===== config.mk =====
export PLATFORM = sky130hd
export DESIGN_NAME = muldiv_engine
export DESIGN_NICKNAME = d
export VERILOG_FILES = /design/src/rtl/muldiv_pkg.sv /design/src/rtl/muldiv_engine_div_step.sv /design/src/rtl/muldiv_engine.sv
export SDC_FILE = /design/constraint.sdc
export NUM_CORES = 1
export LEC_CHECK = 0
export BUFFER_PORTS_ARGS = -buffer_cell sky130_fd_sc_hd__buf_4
export CORE_MARGIN = 4
export CORE_UTILIZATION = 56
export DETAILED_ROUTE_END_ITERATION = 7
export PLACE_DENSITY_LB_ADDON = 0.2
export SYNTH_ARGS = -nofsm -noshare
export SYNTH_HDL_FRONTEND = slang
export SYNTH_HIERARCHICAL = 1
export SYNTH_SLANG_ARGS = --single-unit

===== constraint.sdc =====
create_clock -name clk -period 4.9 [get_ports clk]
set_clock_uncertainty 0.15 [all_clocks]
set_input_delay 0.735 -clock clk [delete_from_list [all_inputs] [get_ports clk]]
set_output_delay 0.735 -clock clk [all_outputs]
set_load 0.03 [all_outputs]

===== src/rtl/muldiv_pkg.sv =====
// Shared constants for the iterative MULT/DIV engine: default widths, FSM encoding
// and cycle latencies counted from the accepting clock edge.
package muldiv_pkg;
    localparam int WIDTH_DEF = 32;
    localparam int CNT_W_DEF = 6;

    localparam int MULT_LAT  = WIDTH_DEF + 1;
    localparam int DIV_LAT   = WIDTH_DEF + 2;
    localparam int DIVZ_LAT  = 1;

    typedef enum logic [2:0] {
        ST_IDLE   = 3'd0,
        ST_MULT   = 3'd1,
        ST_DIV    = 3'd2,
        ST_FIXUP  = 3'd3,
        ST_FINISH = 3'd4
    } state_e;
endpackage


===== src/rtl/muldiv_engine_div_step.sv =====
// One restoring-division step on unsigned magnitudes: shift in the next dividend
// bit, subtract the divisor when it fits.
module muldiv_engine_div_step #(
    parameter int WIDTH = 32
) (
    input  logic [WIDTH:0] rem_in,
    input  logic           dividend_msb,
    input  logic [WIDTH:0] divisor,
    output logic [WIDTH:0] rem_out,
    output logic           qbit
);
    logic [WIDTH:0] rem_sh;

    assign rem_sh  = {rem_in[WIDTH-1:0], dividend_msb};
    assign qbit    = (rem_sh >= divisor);
    assign rem_out = qbit ? (rem_sh - divisor) : rem_sh;
endmodule


===== src/rtl/muldiv_engine.sv =====
// Iterative signed multiply (radix-2 Booth) / divide (restoring, MIPS sign rules)
// producing HI/LO; results register only in FINISH and hold until the next op.
module muldiv_engine
    import muldiv_pkg::*;
#(
    parameter int WIDTH = WIDTH_DEF,
    parameter int CNT_W = CNT_W_DEF
) (
    input  logic             clk,
    input  logic             reset,
    input  logic             mult_start,
    input  logic             div_start,
    input  logic [WIDTH-1:0] op_a,
    input  logic [WIDTH-1:0] op_b,
    output logic [WIDTH-1:0] hi_out,
    output logic [WIDTH-1:0] lo_out,
    output logic             busy,
    output logic             done,
    output logic             div_zero
);
    state_e           state_q, state_d;
    logic [CNT_W-1:0] cnt_q, cnt_d;
    // acc is one bit wider so Booth survives M = most-negative and holds the remainder
    logic [WIDTH:0]   acc_q, acc_d;
    logic [WIDTH:0]   m_q, m_d;
    logic [WIDTH-1:0] q_q, q_d;
    logic             q1_q, q1_d;
    logic             sa_q, sa_d;
    logic             sdiff_q, sdiff_d;
    logic             dz_q, dz_d;
    logic [WIDTH-1:0] hi_q, hi_d, lo_q, lo_d;
    logic             done_q, done_d, dzo_q, dzo_d;

    logic [WIDTH:0]   sum, rem_nxt;
    logic             qbit;
    logic [WIDTH-1:0] abs_a, abs_b;

    assign abs_a = op_a[WIDTH-1] ? -op_a : op_a;
    assign abs_b = op_b[WIDTH-1] ? -op_b : op_b;

    muldiv_engine_div_step #(.WIDTH(WIDTH)) u_step (
        .rem_in       (acc_q),
        .dividend_msb (q_q[WIDTH-1]),
        .divisor      (m_q),
        .rem_out      (rem_nxt),
        .qbit         (qbit)
    );

    always_comb begin
        state_d = state_q;
        cnt_d   = cnt_q;
        acc_d   = acc_q;
        m_d     = m_q;
        q_d     = q_q;
        q1_d    = q1_q;
        sa_d    = sa_q;
        sdiff_d = sdiff_q;
        dz_d    = dz_q;
        hi_d    = hi_q;
        lo_d    = lo_q;
        done_d  = 1'b0;
        dzo_d   = 1'b0;
        sum     = acc_q;
        case (state_q)
            ST_IDLE: begin
                // done_q marks the done cycle, which still counts as busy
                if (!done_q && (mult_start || div_start)) begin
                    cnt_d = CNT_W'(WIDTH);
                    dz_d  = 1'b0;
                    if (mult_start) begin
                        state_d = ST_MULT;
                        acc_d   = '0;
                        q_d     = op_b;
                        q1_d    = 1'b0;
                        m_d     = {op_a[WIDTH-1], op_a};
                    end else if (op_b == '0) begin
                        state_d = ST_FINISH;
                        dz_d    = 1'b1;
                    end else begin
                        state_d = ST_DIV;
                        acc_d   = '0;
                        q_d     = abs_a;
                        m_d     = {1'b0, abs_b};
                        sa_d    = op_a[WIDTH-1];
                        sdiff_d = op_a[WIDTH-1] ^ op_b[WIDTH-1];
                    end
                end
            end
            ST_MULT: begin
                case ({q_q[0], q1_q})
                    2'b01:   sum = acc_q + m_q;
                    2'b10:   sum = acc_q - m_q;
                    default: sum = acc_q;
                endcase
                acc_d = {sum[WIDTH], sum[WIDTH:1]};
                q_d   = {sum[0], q_q[WIDTH-1:1]};
                q1_d  = q_q[0];
                cnt_d = cnt_q - CNT_W'(1);
                if (cnt_q == CNT_W'(1)) state_d = ST_FINISH;
            end
            ST_DIV: begin
                acc_d = rem_nxt;
                q_d   = {q_q[WIDTH-2:0], qbit};
                cnt_d = cnt_q - CNT_W'(1);
                if (cnt_q == CNT_W'(1)) state_d = ST_FIXUP;
            end
            ST_FIXUP: begin
                q_d     = sdiff_q ? -q_q : q_q;
                acc_d   = {1'b0, sa_q ? -acc_q[WIDTH-1:0] : acc_q[WIDTH-1:0]};
                state_d = ST_FINISH;
            end
            ST_FINISH: begin
                if (!dz_q) begin
                    hi_d = acc_q[WIDTH-1:0];
                    lo_d = q_q;
                end
                done_d  = 1'b1;
                dzo_d   = dz_q;
                state_d = ST_IDLE;
            end
            default: state_d = ST_IDLE;
        endcase
    end

    always_ff @(posedge clk) begin
        if (!reset) begin
            state_q <= ST_IDLE;
            cnt_q   <= '0;
            acc_q   <= '0;
            m_q     <= '0;
            q_q     <= '0;
            q1_q    <= 1'b0;
            sa_q    <= 1'b0;
            sdiff_q <= 1'b0;
            dz_q    <= 1'b0;
            hi_q    <= '0;
            lo_q    <= '0;
            done_q  <= 1'b0;
            dzo_q   <= 1'b0;
        end else begin
            state_q <= state_d;
            cnt_q   <= cnt_d;
            acc_q   <= acc_d;
            m_q     <= m_d;
            q_q     <= q_d;
            q1_q    <= q1_d;
            sa_q    <= sa_d;
            sdiff_q <= sdiff_d;
            dz_q    <= dz_d;
            hi_q    <= hi_d;
            lo_q    <= lo_d;
            done_q  <= done_d;
            dzo_q   <= dzo_d;
        end
    end

    assign hi_out   = hi_q;
    assign lo_out   = lo_q;
    assign done     = done_q;
    assign div_zero = dzo_q;
    assign busy     = (state_q != ST_IDLE) || done_q;
endmodule


==> metrics.cfg <==
[route]
drc = 0
wl_per_cell_microns = 21.7
drtIter0Drc = 2282
viasPerCell = 6.54
ant_nets = 0
firstDrtPassIters = 7
routed_wirelength_mm = 58.5
vias = 17600

[floorplanning]
io_pins = 135
die_y_microns = 176
coreArea_sq_um = 27800
die_width_microns = 176
rows = 61
initial_core_util_pct = 56.7
dieArea_sq_um = 30900

[synthesis]
ys_ff_latch = 177
yosys.cell_types.count = 90
synth-seq-area-share_pct = 22.5
avgSynthCellArea_sq_um = 7.06
syn_nets = 2375
synthFlopType = dfxtp_1
async_reset_ff_share_pct = 0
syn_inst = 2232
ys_warn_count = 6
synth_area_sq_um = 15800
synth_edf_count = 0

[critical_path]
critPathBufInv = 1
worstRegToRegCells = 17
crit_slowest_cell = or4b_2
end_kind = register
path_cells = inv_1 -> ha_1 -> or4b_2 -> nor4_2 -> nand2_1 -> nor2_1 -> a21oi_1 -> xnor2_1 -> ha_1 -> a21oi_1 -> nand2_1 -> a221oi_1 -> o22ai_1 -> o41ai_2 -> nor4_1 -> or4_1 -> nand4b_1
reg2reg_to = acc_q[31]
reg2reg_from = m_q[0]
path_class = reg2reg
critPathMaxStageDelay_ps = 630
critical-path-top-delay-family = simple AND/OR/NAND/NOR gates
cp_max_fo = 6
cp.arrival_ps = 4880
crit_required_ps = 5140
setup.worst_path.start_class = register
r2r_slack_ps = 260

[timing]
tightest_slew_ps = 1190
tns_ps = 0
finalCriticalPeriod_ps = 4640
slew_headroom_pct = 21.0
slew_violations = 0
hold_viol = 0
fmax_ghz = 0.215
finalSetupViolations = 0
rsz0062_at_grt = false
finalCritPeriodShare_pct = 94.7

[clock_tree]
cts_buffers = 17
clk_pin_slew_ps = 80
clockRootBuffer = clkbuf_16
insertion_delay_ps = 460
postCtsSetupRepairBufs = 0
htree_num_levels = 4
clk_path_buf_depth = 2
cts.sinks = 177
cts_tree = built

[layout]
antenna_cells = 0
synthToLayoutAreaGrowth_pct = 13.4
fin_util_pct = 64.3
design.final.nets = 2447
nFillCells = 2587
drive_gt1_share_pct = 12.4
layoutNonFillerInstCount = 2695

[worst_hold_path]
hp-start = hi_out[10]
whs_endpoint = hi_out[10]
hold_class = reg2reg
min_path_cells = 2

[placement]
gp_congestion = 1.03
dp_hpwl_mm = 44.3
portBuffers = 134
place_inst = 2663

[power_and_ir_drop]
power.density_nw_per_um2 = 554
peakVddDrop_v = 0.000302
power_leakage_nw = 7.18

[grt]
grt-ovfl-total = 0
grt_use_total_pct = 36.6
antenna_found_initial = 1
grt_max_degree = 70
grt_pass1_wl_mm = 90.5
grt_pass1_vias = 16500

[outcome]
status = finished clean

[flow_run]
max_cap_violations = 0

[per-stage QoR]
stage               area, sq um  worst slack, ps  power, W  hold slack [ps]
global route              17900             24.7    0.0105              343
floorplan                 15800              275   0.00645              299
detailed placement        17200             38.9   0.00819              307
CTS                       17900             4.71   0.00972              318
finish                    17900              257   0.00990              315
global placement          17200              177   0.00811              301
[final cells by class]
cell class / instances / area, sq um / area share, %
timing repair buffer: 212 / 1590 / 8.90
tap: 378 / 473 / 2.65
sequential: 177 / 3540 / 19.8
clock inverter: 15 / 220 / 1.23
clock buffer: 17 / 425 / 2.38
inverter: 77 / 289 / 1.62
multi-input combinational: 1819 / 11300 / 63.4
[registers in the layout, indices dropped and copies added, names as in the netlist]
name and cells:
done 1, state_q 3, sa_q 1, acc_q 33, sdiff_q 1, div_zero 1, q_q 32, cnt_q 6
lo_out 32, hi_out 32, q1_q 1, m_q 33, dz_q 1
[timing repair]
action / in CTS / in global routing
endpoints found under the setup margin: 0 / 8
hold buffers: 0 / 0
gates resized for setup: 0 / 3
[worst max path at each step]
stage                     depth (start not counted)   start   endpoint
after floorplan                                  17  m_q[1]  acc_q[31]
after global placement                           17  m_q[0]  acc_q[31]
after detailed placement                         17  m_q[0]  acc_q[31]
after CTS                                        17  m_q[0]  acc_q[31]
after global routing                             17  m_q[0]  acc_q[31]
final                                            17  m_q[0]  acc_q[31]
[where the power goes]
| part | internal [W] | switching (W) |
|---|---|---|
| sequential | 0.00170 | 0.000527 |
| clock | 0.000719 | 0.000785 |
| combinational | 0.00228 | 0.00389 |
| total | 0.00470 | 0.00521 |
[cells by family after synthesis]
family          after synthesis  share of synthesized area [%]
simple gates                839                           24.7
compound gates              719                           30.3
buf+inv                     236                           5.84
flops                       177                           22.5
xor+xnor                    162                           9.00
fa+ha+maj                    75                           6.05
mux                          24                           1.60
[routing by layer]
layer	vias up	part of all wire, %	track usage (%)
met4	2	7.8	24.6
met5	-	0.020	0
met1	8163	38	42.9
met3	261	8.2	7.21
li1	8213	-	-
met2	977	46	60.4
[synth_stat cells, types with 11 or more instances]
cell | count | area (sq um)
nand2_1 | 373 | 1400
o21ai_0 | 179 | 896
dfxtp_1 | 177 | 3540
nor2_1 | 168 | 631
clkbuf_1 | 134 | 503
a21oi_1 | 128 | 641
a21boi_0 | 93 | 698
xnor2_1 | 90 | 788
inv_1 | 75 | 282
ha_1 | 73 | 913
xor2_1 | 72 | 631
nor3_1 | 56 | 280
nand3_1 | 45 | 225
a22oi_1 | 31 | 233
or3_1 | 31 | 194
o31ai_1 | 29 | 218
a21o_1 | 28 | 210
a31oi_1 | 28 | 175
nor4_1 | 26 | 163
o22ai_1 | 25 | 156
nor2b_1 | 24 | 150
a222oi_1 | 20 | 200
or4_1 | 20 | 150
a221oi_1 | 17 | 149
o211ai_1 | 17 | 128
nand2b_1 | 15 | 93.8
and3_1 | 14 | 87.6
mux2i_1 | 14 | 140
o41ai_1 | 14 | 123
a211oi_1 | 13 | 97.6
and2_1 | 12 | 75.1
buf_1 | 11 | 41.3
[worst min-delay path, cell delays in order, from the launching register on]
cell,delay (ps)
dfxtp_1,310
nand2_1,50
a21boi_0,60
[cell usage in the layout, fill, tap and decap left out, drive strengths merged, types with 29 or more instances in the layout]
cell	synthesis	routed
a21boi	93	93
a21oi	128	128
a22oi	31	31
a31oi	29	29
buf	22	212
dfxtp	177	177
ha	73	73
inv	76	84
nand2	373	373
nand3	45	45
nor2	168	168
nor3	56	56
o21ai	185	185
o31ai	29	29
or3	32	32
xnor2	90	90
xor2	72	72
(Power assumes the default switching activity.)
